==> config.mk <==
export PLATFORM = sky130hd
export DESIGN_NAME = mem_arbiter
export DESIGN_NICKNAME = d
export VERILOG_FILES = /design/src/rtl/mem_arbiter.sv
export SDC_FILE = /design/constraint.sdc
export NUM_CORES = 1
export LEC_CHECK = 0
export CAP_MARGIN = 20
export CORE_AREA = 2 2 116 118
export CTS_CLUSTER_DIAMETER = 80
export DETAILED_ROUTE_END_ITERATION = 7
export DIE_AREA = 0 0 118 120
export GPL_TIMING_DRIVEN = 1
export PLACE_DENSITY = 0.94
export SLEW_MARGIN = 20
export SYNTH_ARGS = -nofsm -noshare
export SYNTH_HDL_FRONTEND = slang
export SYNTH_SLANG_ARGS = --single-unit
export TNS_END_PERCENT = 100
==> constraint.sdc <==
create_clock -name clk_i -period 2.6 [get_ports clk_i]
set_clock_uncertainty 0.05 [all_clocks]
set_input_delay 0.52 -clock clk_i [delete_from_list [all_inputs] [get_ports clk_i]]
set_output_delay 0.52 -clock clk_i [all_outputs]
set_load 0.02 [all_outputs]
==> src/rtl/mem_arbiter.sv <==
// Two-port (fetch / data) arbiter in front of one shared single-outstanding memory.
// Optional build macro MEM_ARB_RR_EN: round-robin tie-break instead of fixed DM priority.
module mem_arbiter #(
  parameter int ADDR_W      = 32,
  parameter int DATA_W      = 32,
  parameter int TIMEOUT_CYC = 255
) (
  input  logic              clk_i,
  input  logic              rst_i,
  input  logic              if_req_i,
  input  logic [ADDR_W-1:0] if_addr_i,
  output logic [DATA_W-1:0] if_rdata_o,
  output logic              if_ready_o,
  output logic              if_stall_o,
  input  logic              dm_req_i,
  input  logic              dm_we_i,
  input  logic [ADDR_W-1:0] dm_addr_i,
  input  logic [DATA_W-1:0] dm_wdata_i,
  output logic [DATA_W-1:0] dm_rdata_o,
  output logic              dm_ready_o,
  output logic              dm_stall_o,
  output logic              mem_req_o,
  output logic              mem_we_o,
  output logic [ADDR_W-1:0] mem_addr_o,
  output logic [DATA_W-1:0] mem_wdata_o,
  input  logic [DATA_W-1:0] mem_rdata_i,
  input  logic              mem_ack_i,
  output logic              err_o
);

  typedef enum logic [1:0] {IDLE, GRANT_IF, GRANT_DM} state_t;

  localparam int CNT_W = $clog2(TIMEOUT_CYC + 1);

  state_t           state;
  logic [CNT_W-1:0] wait_cnt;
  logic             if_elig;
  logic             dm_elig;
  logic             pick_dm;
  logic             timeout;

  // A port whose ready is pulsing this cycle is still showing the old request.
  assign if_elig = if_req_i & ~if_ready_o;
  assign dm_elig = dm_req_i & ~dm_ready_o;

`ifdef MEM_ARB_RR_EN
  logic last_dm;
  assign pick_dm = dm_elig & (~if_elig | ~last_dm);
`else
  assign pick_dm = dm_elig;
`endif

  // Fires on the last permitted grant cycle; an ack in that same cycle still wins.
  assign timeout = (wait_cnt == CNT_W'(TIMEOUT_CYC - 1));

  assign if_stall_o = if_req_i & ~if_ready_o;
  assign dm_stall_o = dm_req_i & ~dm_ready_o;

  // NOTE: all state below is written with <= so every register samples pre-edge values.
  always_ff @(posedge clk_i) begin
    if (rst_i) begin
      state       <= IDLE;
      wait_cnt    <= '0;
      mem_req_o   <= 1'b0;
      mem_we_o    <= 1'b0;
      mem_addr_o  <= '0;
      mem_wdata_o <= '0;
      if_ready_o  <= 1'b0;
      dm_ready_o  <= 1'b0;
      if_rdata_o  <= '0;
      dm_rdata_o  <= '0;
      err_o       <= 1'b0;
`ifdef MEM_ARB_RR_EN
      last_dm     <= 1'b0;
`endif
    end else begin
      if_ready_o <= 1'b0;
      dm_ready_o <= 1'b0;
      case (state)
        IDLE: begin
          if (if_elig || dm_elig) begin
            state       <= pick_dm ? GRANT_DM : GRANT_IF;
            wait_cnt    <= '0;
            mem_req_o   <= 1'b1;
            mem_we_o    <= pick_dm & dm_we_i;
            mem_addr_o  <= pick_dm ? dm_addr_i : if_addr_i;
            mem_wdata_o <= pick_dm ? dm_wdata_i : '0;
`ifdef MEM_ARB_RR_EN
            last_dm     <= pick_dm;
`endif
          end
        end
        GRANT_IF, GRANT_DM: begin
          if (mem_ack_i || timeout) begin
            state     <= IDLE;
            mem_req_o <= 1'b0;
            if (!mem_ack_i) err_o <= 1'b1;
            if (state == GRANT_IF) begin
              if_ready_o <= 1'b1;
              if_rdata_o <= mem_ack_i ? mem_rdata_i : '0;
            end else begin
              dm_ready_o <= 1'b1;
              if (!mem_ack_i)     dm_rdata_o <= '0;
              else if (!mem_we_o) dm_rdata_o <= mem_rdata_i;
            end
          end else begin
            wait_cnt <= wait_cnt + 1'b1;
          end
        end
        default: state <= IDLE;
      endcase
    end
  end

endmodule

==> results.txt <==
The flow ran to the end, and the final reports show no timing, DRC or antenna violations. In the final layout, the share of cells above drive strength 1 is 0.0725. The die footprint came out at 14,200 um^2.

The initial standard-cell utilization of the core is 0.426. STA classifies the critical path endpoint as a primary output. The diode insertion count for antenna repair came out at 0.

The number of nets in the synthesized netlist is ~710. TritonCTS built the clock tree. The layer carrying the most global-route usage is met2. In this run the cell area of the synthesized design comes to about 5500 um^2.

In this run the worst hold path is classified as in2reg. The arrival time reported for the critical path endpoint is between 1.5 and 2 ns. The data required time at the worst endpoint came out at just over 2 ns. The average detailed-routed wire length per instance came out at approximately 18 um. The pin count of the biggest net entering global routing came out at 65. The count of vias placed by the detailed router is about 5,500. The max-cap check violation count came out at 0. The max-slew violation count is 0. The sequential-to-total area share from yosys stat came out at 0.517. The vertical extent of the die came out at 120 um. The worst register-to-register path ends at if_rdata_o[3].

The clock net in this run drives a total of approximately 140 sinks. The largest fanout on the critical path is 2. The total I/O pin count came out at 269. At the pin with the least slew margin, the transition time is roughly 0.95 ns. The number of antenna violations at the first check in global routing is 0. The most critical setup path has its startpoint at if_req_i. The total of warnings raised by yosys came out at 0. The number of design-rule violations left by the first detailed-router iteration is about 560. The post-placement setup slack is between 0.15 and 0.2 ns. The row count came out at 42. The path with the worst hold slack has its endpoint at if_rdata_o[20]. In the synthesized netlist the async set-or-reset flop fraction comes to 0. The final estimated routing congestion in global placement came out at 0.796.

The number of nets at the end of the flow is around 950. The total clock buffers created by CTS is 17. The master cell of the clock root buffer is sky130_fd_sc_hd__clkbuf_16. The mean area per synthesized cell came out at between 9 and 10 um^2. The gate count of the mapped netlist came out at around 570. The startpoint identified for the worst hold timing path is rst_i. The startpoint class of the critical path is an input pin.

In the finished design, the share of the clock period the worst path needs comes to 0.922. The residual DRC count came out at 0. The setup slack on the worst flop-to-flop path came out at 0.36 ns. The total core area is between 10,000 and 15,000 um^2. The total negative slack for setup checks came out at 0 ns. Summed over all layers, the routed wires come to 18,200 um. The number of enable flip-flop cells after synthesis is 0.

The via count of the first global-routing pass came out at 5,386. The final hold violation count is 0. The number of buffers added for setup after CTS came out at 0.

For met2 alone, demand over resource in global routing was 0.456. Timing would allow up to 417 MHz. In this run the tool buffered the top-level ports with roughly 270 buffer cells. Counting flops and latches in the post-synthesis netlist gives 143. The final HPWL from detailed placement came out at 13,000 um. The peak ir drop on the vdd network came out at 0.358 mV. The average via count per standard cell came out at 5.47. The post-detailed-route count of antenna-violating nets came out at 0. The clock insertion delay at the later pin of the skew report is 0.41 ns.

The worst slew margin relative to its limit came out at 0.364. The worst setup path is of the in2out kind. From synthesis to final layout, the design area changed by 61.4%.

The power per cell area is 717 nW/um^2. After clock tree synthesis, the clock-pin slew on the worst setup and hold paths is 0.06 ns. Across every metal layer, demand over resource in global routing totals 0.259. The wire length of the first global-routing pass came out at 28,700 um. CTS built an H-tree with a depth of 4. Counting along the longest clock path gives a buffer depth of 2. The instance count along the most critical hold path came out at 2. The number of library cell types mapped by synthesis is 41. Setup repair after global routing left no endpoint under its margin.

The most common flop cell mapped by yosys is sky130_fd_sc_hd__dfxtp_1. Setup violations remaining at the end of the flow were counted as 0. The time the final worst path needs with I/O delays and setup is 2.40 ns. The total iterations of the first detailed-routing run is 5. The number of hold-repair buffers added at the cts stage came out at 0. Overall power consumption after layout is estimated at approximately 6.4 mW. In this run the critical register-to-register path is launched from state[1].

The path depth of the worst reg2reg path came out at 5. The remaining global-route overflow came out at 0. In this run the horizontal extent of the chip is 118 um. In the global route stage, met1 resource usage came out at 0.283. The leakage dissipation came out at 3.30 nW. The final worst setup slack came out at a little over 0.2 ns. The post-cts gate resize count is 0. The met3 usage came out at 0.0798.
where the power goes:
part	leakage (nW)	total [mW]	switching (mW)	internal [mW]
sequential	1.17	2.47	0.0993	2.37
clock	0.291	2.49	0.950	1.54
combinational	1.84	1.45	0.760	0.687
total	3.30	6.41	1.81	4.60
Yosys cell counts, types with 3 or more instances:
master | instances | area, um^2
sky130_fd_sc_hd__nand2b_1 | 5 | 31.3
sky130_fd_sc_hd__o211ai_1 | 4 | 30.0
sky130_fd_sc_hd__a21oi_1 | 43 | 215
sky130_fd_sc_hd__dfxtp_1 | 143 | 2860
sky130_fd_sc_hd__o31ai_1 | 6 | 45.0
sky130_fd_sc_hd__buf_6 | 5 | 56.3
sky130_fd_sc_hd__a22oi_1 | 33 | 248
sky130_fd_sc_hd__buf_4 | 7 | 52.6
sky130_fd_sc_hd__buf_2 | 16 | 80.1
sky130_fd_sc_hd__nor2_1 | 69 | 259
sky130_fd_sc_hd__nand4_1 | 34 | 213
sky130_fd_sc_hd__buf_1 | 3 | 11.3
sky130_fd_sc_hd__nor2b_1 | 3 | 18.8
sky130_fd_sc_hd__ha_1 | 4 | 50.1
sky130_fd_sc_hd__a22o_1 | 32 | 280
sky130_fd_sc_hd__inv_1 | 5 | 18.8
sky130_fd_sc_hd__mux2i_1 | 32 | 320
sky130_fd_sc_hd__or4_1 | 5 | 37.5
sky130_fd_sc_hd__clkbuf_1 | 25 | 93.8
sky130_fd_sc_hd__a211oi_1 | 33 | 248
sky130_fd_sc_hd__o21ai_0 | 32 | 160
sky130_fd_sc_hd__nand3_1 | 3 | 15.0
critical path, stage by stage:
cell,delay (ns)
sky130_fd_sc_hd__clkdlybuf4s50_1,0.46
sky130_fd_sc_hd__nor2b_1,0.17
sky130_fd_sc_hd__clkdlybuf4s50_1,0.67
placed cells by master (no fill, tap or decap), types with 3 or more instances in the layout:
cell type and instances:
sky130_fd_sc_hd__clkdlybuf4s50_1 267, sky130_fd_sc_hd__dfxtp_1 143, sky130_fd_sc_hd__nor2_1 68, sky130_fd_sc_hd__a21oi_1 42
sky130_fd_sc_hd__nand4_1 34, sky130_fd_sc_hd__a211oi_1 33, sky130_fd_sc_hd__a22oi_1 33, sky130_fd_sc_hd__a22o_1 32
sky130_fd_sc_hd__o21ai_0 32, sky130_fd_sc_hd__mux2i_1 32, sky130_fd_sc_hd__clkbuf_16 17, sky130_fd_sc_hd__buf_4 17
sky130_fd_sc_hd__o31ai_1 6, sky130_fd_sc_hd__inv_1 5, sky130_fd_sc_hd__nand2b_1 5, sky130_fd_sc_hd__or4_1 5
sky130_fd_sc_hd__o211ai_1 4, sky130_fd_sc_hd__ha_1 4, sky130_fd_sc_hd__nand3_1 3, sky130_fd_sc_hd__bufinv_16 3
sky130_fd_sc_hd__inv_6 3, sky130_fd_sc_hd__buf_12 3
kinds of logic (layout without fill, tap and decap cells):
group,Yosys count,after routing,synth area share
DFF,143,143,0.517
adders and majority gates,4,4,0.00904
buffers and inverters,63,324,0.0583
AOI/OAI and AO/OA,193,193,0.235
muxes,32,32,0.0579
and+or+nand+nor,132,132,0.122
sequential cells by signal, indices dropped and copies added (netlist names):
| register | cells |
|---|---|
| err_o | 1 |
| mem_req_o | 1 |
| if_ready_o | 1 |
| dm_ready_o | 1 |
| dm_rdata_o | 32 |
| wait_cnt | 8 |
| if_rdata_o | 32 |
| mem_we_o | 1 |
| state | 2 |
| mem_addr_o | 32 |
| mem_wdata_o | 32 |
routing by layer:
layer  vias up  wire, um
met5         -         0
met3        36      1520
met2       297      9430
met1      2548      6650
li1       2613         -
met4         0       609
layout make-up:
class / instances / area [um^2]
fill: 928 / 4050
clock buffer: 20 / 447
multi-input combinational: 361 / 2360
inverter: 5 / 18.8
clock inverter: 12 / 159
tap: 176 / 220
sequential: 143 / 2860
timing repair buffer: 287 / 2860
how the worst max path moves through the flow:
| stage | to | slack (ns) | cells after the start |
|---|---|---|---|
| after global routing | if_stall_o | 0.11 | 3 |
| final | if_stall_o | 0.20 | 3 |
| after detailed placement | wait_cnt[6] | 0.17 | 7 |
| after floorplan | dm_rdata_o[0] | 0.87 | 7 |
| after global placement | if_stall_o | 0.21 | 3 |
| after CTS | if_stall_o | 0.20 | 3 |
stage by stage:
| stage | utilization | instances | cell area [um^2] | hold WS (ns) |
|---|---|---|---|---|
| 2_1_floorplan | - | 567 | 5530 | 0.400 |
| 3_3_place_gp | 0.641 | 972 | 8330 | 0.406 |
| 3_5_place_dp | 0.641 | 972 | 8330 | 0.413 |
| 4_1_cts | 0.688 | 1004 | 8930 | 0.321 |
| 5_1_grt | 0.688 | 1004 | 8930 | 0.327 |
| 6_report | 0.688 | 1004 | 8930 | 0.335 |
No activity file was read; power rests on OpenSTA's default activity.
